## src/rtl/key_input_ctrl.sv

```systemverilog
`default_nettype none
// ============================================================================
// Module   : key_input_ctrl
// Purpose  : Memory-mapped user-key input peripheral. For each key channel it
//            synchronises the raw active-low pin, debounces it, detects the
//            press edge and latches a sticky pending bit. A registered level
//            interrupt is raised when an enabled channel has a pending event.
//
// Ports    : clk        system clock
//            reset      asynchronous active-high reset
//            key_n      raw key pins, active-low, asynchronous to clk
//            addr       word address within the block (byte addr[3:2], or
//                       [4:2] when release tracking is built in)
//            we         register write strobe
//            wdata      write data
//            rdata      read data, combinational from addr
//            key_state  debounced key level, 1 = pressed
//            irq        level interrupt request, registered
//
// Register map (unused upper bits read 0):
//            0 STATE            debounced key_state, read-only
//            1 PENDING          sticky press events, write-1-to-clear
//            2 MASK             per-key interrupt enable
//            3 CTRL             bit0 global interrupt enable
//            4 RELEASE_PENDING  sticky release events, write-1-to-clear
//                               (only with KEY_RELEASE_IRQ_EN)
//
// Build option : KEY_RELEASE_IRQ_EN - when defined, stable 1->0 transitions
//            set release_pending, addr widens to 3 bits and release events
//            also drive irq. When undefined no release logic exists.
//
// Parameters : N_KEYS 1..32, DEBOUNCE_CYCLES 2..65535,
//              CNT_W with 2**CNT_W > DEBOUNCE_CYCLES.
//
// Revision : 1.0 - initial release
// ============================================================================
module key_input_ctrl #(
    parameter int N_KEYS          = 8,
    parameter int DEBOUNCE_CYCLES = 4,
    parameter int CNT_W           = 16
) (
    input  logic              clk,
    input  logic              reset,
    input  logic [N_KEYS-1:0] key_n,
`ifdef KEY_RELEASE_IRQ_EN
    input  logic [2:0]        addr,
`else
    input  logic [1:0]        addr,
`endif
    input  logic              we,
    input  logic [31:0]       wdata,
    output logic [31:0]       rdata,
    output logic [N_KEYS-1:0] key_state,
    output logic              irq
);

    localparam int ADDR_W = $bits(addr);

    localparam logic [ADDR_W-1:0] c_addr_state   = ADDR_W'(0);
    localparam logic [ADDR_W-1:0] c_addr_pending = ADDR_W'(1);
    localparam logic [ADDR_W-1:0] c_addr_mask    = ADDR_W'(2);
    localparam logic [ADDR_W-1:0] c_addr_ctrl    = ADDR_W'(3);
`ifdef KEY_RELEASE_IRQ_EN
    localparam logic [ADDR_W-1:0] c_addr_relpend = ADDR_W'(4);
`endif

    // Terminal count: the counter value at which the next differing sample
    // is the DEBOUNCE_CYCLES-th one and the new level is accepted.
    localparam logic [CNT_W-1:0] c_cnt_last = CNT_W'(DEBOUNCE_CYCLES - 1);
    localparam logic [CNT_W-1:0] c_cnt_one  = CNT_W'(1);

    // ------------------------------------------------------------------------
    // Synchroniser. The chain carries the raw active-low pin level, so its
    // reset value of all-ones means "released".
    // ------------------------------------------------------------------------
    logic [N_KEYS-1:0] sync1_q;
    logic [N_KEYS-1:0] sync2_q;
    logic [N_KEYS-1:0] w_pressed;

    always_ff @(posedge clk or posedge reset) begin
        if (reset) begin
            sync1_q <= '1;
            sync2_q <= '1;
        end else begin
            sync1_q <= key_n;
            sync2_q <= sync1_q;
        end
    end

    assign w_pressed = ~sync2_q;

    // ------------------------------------------------------------------------
    // Debounce. The counter tracks how many consecutive synchronised samples
    // have differed from the accepted level; any agreeing sample restarts it.
    // ------------------------------------------------------------------------
    logic [N_KEYS-1:0] stable_q;
    logic [N_KEYS-1:0] stable_d;
    logic [CNT_W-1:0]  cnt_q [N_KEYS];
    logic [CNT_W-1:0]  cnt_d [N_KEYS];

    always_comb begin
        for (int i = 0; i < N_KEYS; i++) begin
            stable_d[i] = stable_q[i];
            cnt_d[i]    = cnt_q[i];
            if (w_pressed[i] == stable_q[i]) begin
                cnt_d[i] = '0;
            end else if (cnt_q[i] == c_cnt_last) begin
                stable_d[i] = w_pressed[i];
                cnt_d[i]    = '0;
            end else begin
                cnt_d[i] = cnt_q[i] + c_cnt_one;
            end
        end
    end

    always_ff @(posedge clk or posedge reset) begin
        if (reset) begin
            stable_q <= '0;
            for (int i = 0; i < N_KEYS; i++) begin
                cnt_q[i] <= '0;
            end
        end else begin
            stable_q <= stable_d;
            for (int i = 0; i < N_KEYS; i++) begin
                cnt_q[i] <= cnt_d[i];
            end
        end
    end

    assign key_state = stable_q;

    // Edge events are taken from the accepted-level update itself so that
    // they coincide with the cycle key_state changes.
    logic [N_KEYS-1:0] w_press_evt;
    assign w_press_evt = stable_d & ~stable_q;

    // ------------------------------------------------------------------------
    // Register write decode
    // ------------------------------------------------------------------------
    logic w_wr_pending;
    logic w_wr_mask;
    logic w_wr_ctrl;

    assign w_wr_pending = we && (addr == c_addr_pending);
    assign w_wr_mask    = we && (addr == c_addr_mask);
    assign w_wr_ctrl    = we && (addr == c_addr_ctrl);

    // Write data truncated to the channel count; bits above N_KEYS are
    // ignored on write and read back as zero.
    logic [N_KEYS-1:0] w_wdata_keys;
    assign w_wdata_keys = wdata[N_KEYS-1:0];

    // The upper write-data bits have no destination in narrower builds.
    logic w_unused_wdata;
    assign w_unused_wdata = ^wdata;

    // ------------------------------------------------------------------------
    // Pending, mask and control registers. A new event is OR-ed in after the
    // W1C so that an event and its clear in the same cycle leave the bit set.
    // ------------------------------------------------------------------------
    logic [N_KEYS-1:0] pending_q;
    logic [N_KEYS-1:0] pending_d;
    logic [N_KEYS-1:0] mask_q;
    logic [N_KEYS-1:0] mask_d;
    logic              ctrl_en_q;
    logic              ctrl_en_d;
    logic              irq_q;
    logic              irq_d;
    logic [N_KEYS-1:0] w_irq_src;

    always_comb begin
        pending_d = pending_q;
        if (w_wr_pending) begin
            pending_d = pending_d & ~w_wdata_keys;
        end
        pending_d = pending_d | w_press_evt;
    end

    always_comb begin
        mask_d    = w_wr_mask ? w_wdata_keys : mask_q;
        ctrl_en_d = w_wr_ctrl ? wdata[0]     : ctrl_en_q;
    end

`ifdef KEY_RELEASE_IRQ_EN
    logic [N_KEYS-1:0] w_release_evt;
    logic              w_wr_relpend;
    logic [N_KEYS-1:0] relpend_q;
    logic [N_KEYS-1:0] relpend_d;

    assign w_release_evt = stable_q & ~stable_d;
    assign w_wr_relpend  = we && (addr == c_addr_relpend);

    always_comb begin
        relpend_d = relpend_q;
        if (w_wr_relpend) begin
            relpend_d = relpend_d & ~w_wdata_keys;
        end
        relpend_d = relpend_d | w_release_evt;
    end

    always_ff @(posedge clk or posedge reset) begin
        if (reset) begin
            relpend_q <= '0;
        end else begin
            relpend_q <= relpend_d;
        end
    end

    assign w_irq_src = (pending_q | relpend_q) & mask_q;
`else
    assign w_irq_src = pending_q & mask_q;
`endif

    // irq is evaluated from the current register contents, so it follows any
    // pending/mask/ctrl update by exactly one cycle.
    assign irq_d = ctrl_en_q & (|w_irq_src);

    always_ff @(posedge clk or posedge reset) begin
        if (reset) begin
            pending_q <= '0;
            mask_q    <= '0;
            ctrl_en_q <= 1'b0;
            irq_q     <= 1'b0;
        end else begin
            pending_q <= pending_d;
            mask_q    <= mask_d;
            ctrl_en_q <= ctrl_en_d;
            irq_q     <= irq_d;
        end
    end

    assign irq = irq_q;

    // ------------------------------------------------------------------------
    // Read mux. Every register is zero after reset, so rdata reads zero at
    // any address while reset is applied.
    // ------------------------------------------------------------------------
    always_comb begin
        rdata = '0;
        case (addr)
            c_addr_state:   rdata[N_KEYS-1:0] = stable_q;
            c_addr_pending: rdata[N_KEYS-1:0] = pending_q;
            c_addr_mask:    rdata[N_KEYS-1:0] = mask_q;
            c_addr_ctrl:    rdata[0]          = ctrl_en_q;
`ifdef KEY_RELEASE_IRQ_EN
            c_addr_relpend: rdata[N_KEYS-1:0] = relpend_q;
`endif
            default:        rdata = '0;
        endcase
    end

endmodule
`default_nettype wire
```

## config.mk

```make
export PLATFORM = sky130hd
export DESIGN_NAME = key_input_ctrl
export DESIGN_NICKNAME = d
export VERILOG_FILES = /design/src/rtl/key_input_ctrl.sv
export SDC_FILE = /design/constraint.sdc
export NUM_CORES = 1
export LEC_CHECK = 0
export ABC_AREA = 1
export CAP_MARGIN = 30
export CORE_ASPECT_RATIO = 0.8
export CORE_UTILIZATION = 45
export CTS_CLUSTER_DIAMETER = 40
export CTS_CLUSTER_SIZE = 24
export DETAILED_ROUTE_END_ITERATION = 8
export PLACE_DENSITY_LB_ADDON = 0.12
export SYNTH_ARGS = -nofsm -noshare
export SYNTH_HDL_FRONTEND = slang
export SYNTH_SLANG_ARGS = --single-unit
```

## constraint.sdc

```tcl
create_clock -name clk -period 16.95 [get_ports clk]
set_clock_uncertainty 0.1 [all_clocks]
set_input_delay 3.39 -clock clk [delete_from_list [all_inputs] [get_ports clk]]
set_output_delay 3.39 -clock clk [all_outputs]
set_load 0.01 [all_outputs]
```

; Yosys cells after proc, flatten, opt, wreduce, memory -nomap -nowiden
; Cells that the tools add are included.
[totals]
mem_count = 0
reg_bits = 170
out_inout_bits = 41
mem_bits_ro = 0
ram_bits = 0
latchBits = 0
elab_cells = 90
[op_classes]
shifts = 0
bitwise_logic = 8
n_mux = 35
n_eq_ne = 19
div_mod_pow = 0
reduce_logical = 5
order_cmp = 0
n_addsub = 8
mul = 0
[ops]
columns = cell, count
row1 = $mux W16, 16
row2 = $add A16 B1 Y16 const B, 8
row3 = $eq A16 B2 Y1 const B, 8
row4 = $and A8 B8 Y8, 3
row5 = $not A8 Y8, 3
row6 = $pmux W7 S3, 1
row7 = $mux W1, 16
row8 = $eq A1 B1 Y1, 8
row9 = $mux W8, 1
row10 = $or A8 B8 Y8, 1
row11 = $reduce_or A8 Y1, 1
row12 = $eq A2 B2 Y1 const B, 2
row13 = $pmux W1 S4, 1
row14 = $logic_and A1 B1 Y1, 3
row15 = $eq A2 B1 Y1 const B, 1
row16 = $logic_not A2 Y1, 1
row17 = $and A1 B1 Y1, 1

; Longest topological paths before layout
; Gate-level depths: netlist of the first run.
[logic_depth]
ltp_word = 5
mapped_depth = 8
depth_no_buf = 8

; Worst setup path after synthesis of the first run
; OpenSTA, ideal clock, no wires.
[synth_path]
path_type = input to output
start = input addr[0]
end = output rdata[0]
arrival_time_ns = 3.895
path_stages = 3
setup_slack_ns = 9.565
t_required_ns = 13.460
cell_sequence = nor2_1 -> nand2_1 -> nand4_1
[synth_via]
elab_chain_cells = 2
elab_cells_between_ends = 5
classes_between = 3 x eq/ne / 1 x mux / 1 x reduce/logical
[synth_lines]
columns = element, line
row1 = start: declaration, 48  ; input logic [1:0] addr,
row2 = "$eq A2 B2 Y1, or another cell as far along", 240  ; case (addr)
row3 = $pmux W1 S4 *, 240
row4 = end: declaration, 52  ; output logic [31:0] rdata,
; Every way passes the cells marked *; elsewhere a longest branch is shown, timed or not.

; Worst setup path after layout of the first run
[layout_path]
start = input addr[1]
end = output rdata[7]
[layout_via]
elab_chain_cells = 2
elab_cells_between_ends = 4
classes_between = 2 x eq/ne / 1 x mux / 1 x reduce/logical
[layout_lines]
columns = element, line
row1 = "$eq A2 B2 Y1, or another cell as far along", 240
row2 = $pmux W7 S3 *, 240
; Marks and branches as above.

==> flow_summary_export.csv, run 1 <==
group,metric,value,unit
run,max-cap-violations,0,
synthesis,yosys-top-cells-area,"dfrtp_1 (41%), nand2_1 (15%), nor2_1 (12%), inv_1 (5.6%), dfstp_2 (4.5%)",
placed_design,dp.cells,1574,
min_path,hold_path_class,"reg2reg",
setup_path,reg2reg_slack,15.10,ns
floorplanning,start_util,46.5,%
cts,ctsResizeCount,0,
grt,grt_pass1_wl,33.5,mm
layout,finalInstanceArea,10600,um2
floorplanning,die_area,21300,um2
drt,drcViolationCount,0,
drt,wl,19.7,mm
floorplanning,core_area,20100,um2
cts,cts_hold_buffers,0,
cts,post_cts.repair.setup_buffers,0,
grt,track_usage,19.8,%
setup_path,cp_data_arrival_time,5.32,ns
run_status,status,"completed",
synthesis,avgSynthCellArea,7.29,um2
power_and_ir_drop,p_leak,0.00463,uW
layout,final_common_cell,"nand2_1",
power_and_ir_drop,p_int,768,uW
setup_path,end_kind,"primary output",
power_and_ir_drop,pwr_density_cell,105,nW/um2
power_and_ir_drop,power,1110,uW
layout,area_growth,13.1,%
drt,dr.pass1.iters,5,
grt,grt_pass1_vias,6945,
power_and_ir_drop,p_seq_share,44.7,%
cts,cts_buffer_depth,2,
grt,grt_max_degree,101,
floorplanning,dieWidth,163,um
cts,clk_latency,0.43,ns
sta,fin_crit_sh,52.0,%
sta,rsz0062_at_grt,"no",
floorplanning,num_rows,46,
grt,antenna_found_initial,0,
setup_path,crit_path_max_fanout,8,
sta,fmaxAchievable,113,MHz
floorplanning,ioPinCount,86,
synthesis,ys_seq_area_share,45.8,%
placed_design,gp_congestion,0.876,
sta,fin_crit,8.81,ns
cts,root_buffer,"clkbuf_16",
sta,hold_slack,0.256,ns
synthesis,synthesis.area,9330,um2
power_and_ir_drop,ir_drop,63.2,uV
drt,vias,7655,
layout,regArea,4270,um2
grt,use_met2,30.5,%
layout,stdcell_count,1608,
synthesis,synth_seq_cells,170,
floorplanning,dieHeight,131,um
power_and_ir_drop,p_clk_share,36.2,%
drt,wl_per_cell,12.3,um
drt,ant_nets,0,
setup_path,crit_required,13.46,ns
drt,drtIter0Drc,671,
synthesis,syn_inst,1280,
sta,setup_tns,0,ns
grt,grt_use_met1,28.7,%
power_and_ir_drop,switchingPower,345,uW
cts,cts_tree,"done",
grt,top_usage_layer,"met2",
cts,clock-sinks,170,
synthesis,synthDistinctLibCells,30,
synthesis,yosysTopAreaCellShare,41.3,%
placed_design,placement.io_buffers,37,
sta,worstMarginPinSlew,0.980,ns
synthesis,synth_top_area_cell,"dfrtp_1",
layout,fillers,1936,
sta,report.final.slew_viol_count,0,
layout,layout_common_cells,"nand2_1 (366), nor2_1 (296), dfrtp_1 (154)",
layout,multi_input_area,4370,um2
sta,finalSetupViolCount,0,
power_and_ir_drop,combPwrFrac,19.2,%
setup_path,cp-start-kind,"input pin",
sta,relSlewSlack,34.4,%
synthesis,synth_warnings,0,
cts,numCtsBuffers,17,
layout,n_antenna_cell,0,
cts,htreeDepth,4,
grt,met3_usage,3.31,%
setup_path,worst-setup-path-type,"in2out",
placed_design,dpl.hpwl,14.5,mm
layout,nNetsFinal,1384,
drt,vias_per_cell,4.76,
grt,globalRouteOverflowTotal,0,
power_and_ir_drop,swShare,31.0,%
sta,hold_viol,0,
placed_design,place_area,9910,um2
layout,drive_gt1_share,7.89,%
cts,clk_pin_slew_worst_paths,0.07,ns
## power by group through the flow
stage          clock (uW)  sequential [uW]  combinational [uW]
2_1_floorplan           0              495                 146
3_3_place_gp            0              504                 210
3_5_place_dp            0              505                 214
4_1_cts               414              497                 215
5_1_grt               431              504                 247
6_report              402              497                 213
## worst max-delay path: stages
cell and delay, ns:
clkdlybuf4s50_1 0.56, nor2_1 0.54, nand2_1 0.10, o221ai_1 0.14, clkdlybuf4s50_1 0.60
## kinds of logic after synthesis
family	count (synthesis)	share of synthesized area, %
buffers and inverters	177	8.35
other	1	0.0402
adders and majority gates	8	1.07
and+or+nand+nor	817	36.5
DFF	170	45.8
AOI/OAI and AO/OA	66	4.13
xor gates and xnor gates	41	4.09
## state kept, by name, summed over array words and instances (netlist names)
| signal | cells |
|---|---|
| sync2_q | 8 |
| pending_q | 8 |
| ctrl_en_q | 1 |
| irq | 1 |
| key_state | 8 |
| cnt_q | 128 |
| mask_q | 8 |
| sync1_q | 8 |
## area by class of cell
type / count / share of cell area [%]
flip-flops and latches: 170 / 40.5
clock inverters: 14 / 1.61
inverters: 144 / 5.17
clock buffers: 18 / 4.16
multi-input cells: 956 / 41.4
well taps: 264 / 3.13
repair buffers: 42 / 4.05
## metal layers
metal | share of wire (%) | up-vias
met5 | 0 | -
met4 | 0.82 | 0
met1 | 53 | 3471
li1 | - | 4038
met3 | 3.7 | 11
met2 | 43 | 135
## cells in the mapped netlist
library cell  number
nor2_1           296
xnor2_1           11
o21ai_0           25
nand3_1           56
nor2_4             4
ha_1               8
o221ai_1           2
nand4_1           45
inv_2              4
buf_2              5
o21ai_1           21
dfrtp_1          154
dfstp_2           16
a21boi_0           1
o21ai_2            8
xor2_1            27
nand3b_1           6
nand2_4            1
a21oi_1            3
o21bai_1           6
buf_4             27
xor2_2             3
inv_1            140
nor2_2            17
nand2_2           14
nor3_1            11
nor3b_2            1
conb_1             1
buf_6              1
nand2_1          366
## per-stage QoR
step	setup slack (ns)	utilization (%)
3_3_place_gp	8.12	49.3
3_5_place_dp	8.11	49.3
4_1_cts	8.09	52.4
5_1_grt	7.95	52.5
6_report	8.14	52.5
2_1_floorplan	8.88	-
## final timing paths
| kind | cells past startpoint | endpoint | from |
|---|---|---|---|
| max in group asynchronous | 4 | sync1_q[7]$_DFF_PP1_ | reset |
| min | 0 | sync2_q[4]$_DFF_PP1_ | sync1_q[4]$_DFF_PP1_ |
| max | 5 | rdata[7] | addr[1] |
| min in group asynchronous | 2 | cnt_q[58]$_DFF_PP0_ | reset |
| max reg2reg | 5 | cnt_q[114]$_DFF_PP0_ | sync2_q[0]$_DFF_PP1_ |
| min reg2reg | 0 | sync2_q[4]$_DFF_PP1_ | sync1_q[4]$_DFF_PP1_ |
Power figures use the tool's default switching activity.
==> run 2: changes to the inputs <==
==> constraint.sdc (replaced) <==
create_clock -name clk -period 9.1 [get_ports clk]
set_clock_uncertainty 0.1 [all_clocks]
set_input_delay 1.82 -clock clk [delete_from_list [all_inputs] [get_ports clk]]
set_output_delay 1.82 -clock clk [all_outputs]
set_load 0.01 [all_outputs]
==> flow_summary_export.csv, run 2 (synthesis gave the netlist of run 1 again) <==
group,metric,value,unit
run_status,status,"completed",
setup_path,reg2reg_slack,7.20,ns
setup_path,cp_num_buf_inv,2,
cts,cts_hold_buffers,0,
cts,clk_latency,0.43,ns
run,max-cap-violations,0,
cts,clock-sinks,170,
sta,relSlewSlack,30.4,%
sta,finalSetupViolCount,0,
power_and_ir_drop,ir_drop,132,uV
setup_path,cp_top_family,"buffers and inverters",
drt,wl,20.1,mm
setup_path,crit_path_cell_trace,"clkdlybuf4s50_1 -> nor2_1 -> nand2_1 -> o221ai_1 -> clkdlybuf4s50_1",
power_and_ir_drop,p_leak,0.00460,uW
sta,fin_crit_sh,62.5,%
drt,dr.pass1.iters,5,
sta,fin_crit,5.69,ns
grt,track_usage,20.2,%
setup_path,crit_required,7.18,ns
placed_design,placement.io_buffers,37,
sta,setup_tns,0,ns
drt,drcViolationCount,0,
floorplanning,num_rows,46,
floorplanning,die_area,21300,um2
setup_path,cp-start-kind,"input pin",
cts,cts_tree,"done",
layout,layout_common_cells,"nand2_1 (366), nor2_1 (296), dfrtp_1 (154)",
cts,htreeDepth,4,
floorplanning,dieHeight,131,um
power_and_ir_drop,pwr_density_cell,195,nW/um2
layout,fin_util,52.3,%
drt,wl_per_cell,12.5,um
cts,clk_pin_slew_worst_paths,0.07,ns
setup_path,r2r_start,"sync2_q[5]$_DFF_PP1_",
placed_design,gp_congestion,0.869,
setup_path,crit_path_max_fanout,8,
layout,n_antenna_cell,0,
layout,drive_gt1_share,7.75,%
drt,vias_per_cell,4.81,
layout,area_growth,12.7,%
layout,fillers,1982,
min_path,hold_path_class,"reg2reg",
cts,ctsResizeCount,0,
grt,antenna_found_initial,0,
layout,final_common_cell,"nand2_1",
grt,globalRouteOverflowTotal,0,
setup_path,cp_data_arrival_time,3.77,ns
cts,numCtsBuffers,17,
sta,worstMarginPinSlew,1.04,ns
setup_path,worst-setup-path-type,"in2out",
floorplanning,dieWidth,163,um
sta,hold_viol,0,
cts,root_buffer,"clkbuf_16",
drt,drtIter0Drc,604,
grt,grt_pass1_wl,34.2,mm
drt,ant_nets,0,
setup_path,startpoint,"addr[1]",
drt,vias,7730,
setup_path,slowest_stage,"clkdlybuf4s50_1",
layout,largest_register_ffs,128,
sta,fmaxAchievable,176,MHz
layout,nNetsFinal,1382,
min_path,hp-start,"sync1_q[4]$_DFF_PP1_",
grt,grt_pass1_vias,7071,
floorplanning,ioPinCount,86,
floorplanning,core_area,20100,um2
cts,cts_buffer_depth,2,
setup_path,crit_top_cell,"clkdlybuf4s50_1",
sta,report.final.slew_viol_count,0,
setup_path,cp_slowest_stage_delay,0.60,ns
setup_path,end_kind,"primary output",
cts,post_cts.repair.setup_buffers,0,
floorplanning,start_util,46.5,%
grt,grt_max_degree,93,
sta,rsz0062_at_grt,"no",
placed_design,dpl.hpwl,14.6,mm
layout,max_flop_register,"cnt_q",
==> run 2: cell types whose count changed in the layout (fill, tap and decap cells not counted) <==
| cell | previous run | this run |
|---|---|---|
| buf_4 | 4 | 2 |
| clkinvlp_4 | 1 | 3 |
| clkinv_4 | 3 | 2 |
| bufinv_16 | 3 | 2 |
==> run 2: worst paths after layout <==
kind                                              to  cells past startpoint
worst max-delay path                        rdata[1]                      5
worst min-delay path            sync2_q[4]$_DFF_PP1_                      0
worst max register to register   cnt_q[32]$_DFF_PP0_                      5
worst min register to register  sync2_q[4]$_DFF_PP1_                      0
max in group asynchronous       sync1_q[1]$_DFF_PP1_                      4
min in group asynchronous        cnt_q[61]$_DFF_PP0_                      2
==> run 2: area by class of cell <==
| class | instances | area [um2] | share of cell area (%) |
|---|---|---|---|
| multi-input combinational | 956 | 4370 | 41.5 |
| inverter | 144 | 546 | 5.19 |
| clock buffer | 18 | 439 | 4.18 |
| clock inverter | 14 | 146 | 1.39 |
| sequential | 170 | 4270 | 40.6 |
| tap | 264 | 330 | 3.14 |
| timing repair buffer | 40 | 413 | 3.93 |
==> run 2: stage by stage <==
stage               hold WS, ns  cell area [um2]  instances  total power [uW]  setup slack (ns)
floorplan                 0.245             9420       1303              1190              2.60
global placement          0.246             9890       1572              1330              3.42
detailed placement        0.247             9930       1574              1340              3.38
global route              0.260            10500       1606              2170              3.23
finish                    0.256            10500       1606              2050              3.41
CTS                       0.257            10500       1606              2080              3.39
==> run 2: report_power, final <==
group	total [uW]	switching [uW]	internal (uW)
clock network	725	312	413
logic	395	248	147
registers	927	89.4	838
total	2050	650	1400
==> run 2: layer usage <==
| metal | part of all wire, % | track usage, % |
|---|---|---|
| met1 | 53 | 29.5 |
| met2 | 43 | 30.9 |
| met3 | 3.2 | 3.22 |
| met4 | 0.80 | 5.77 |
| met5 | 0 | 0 |
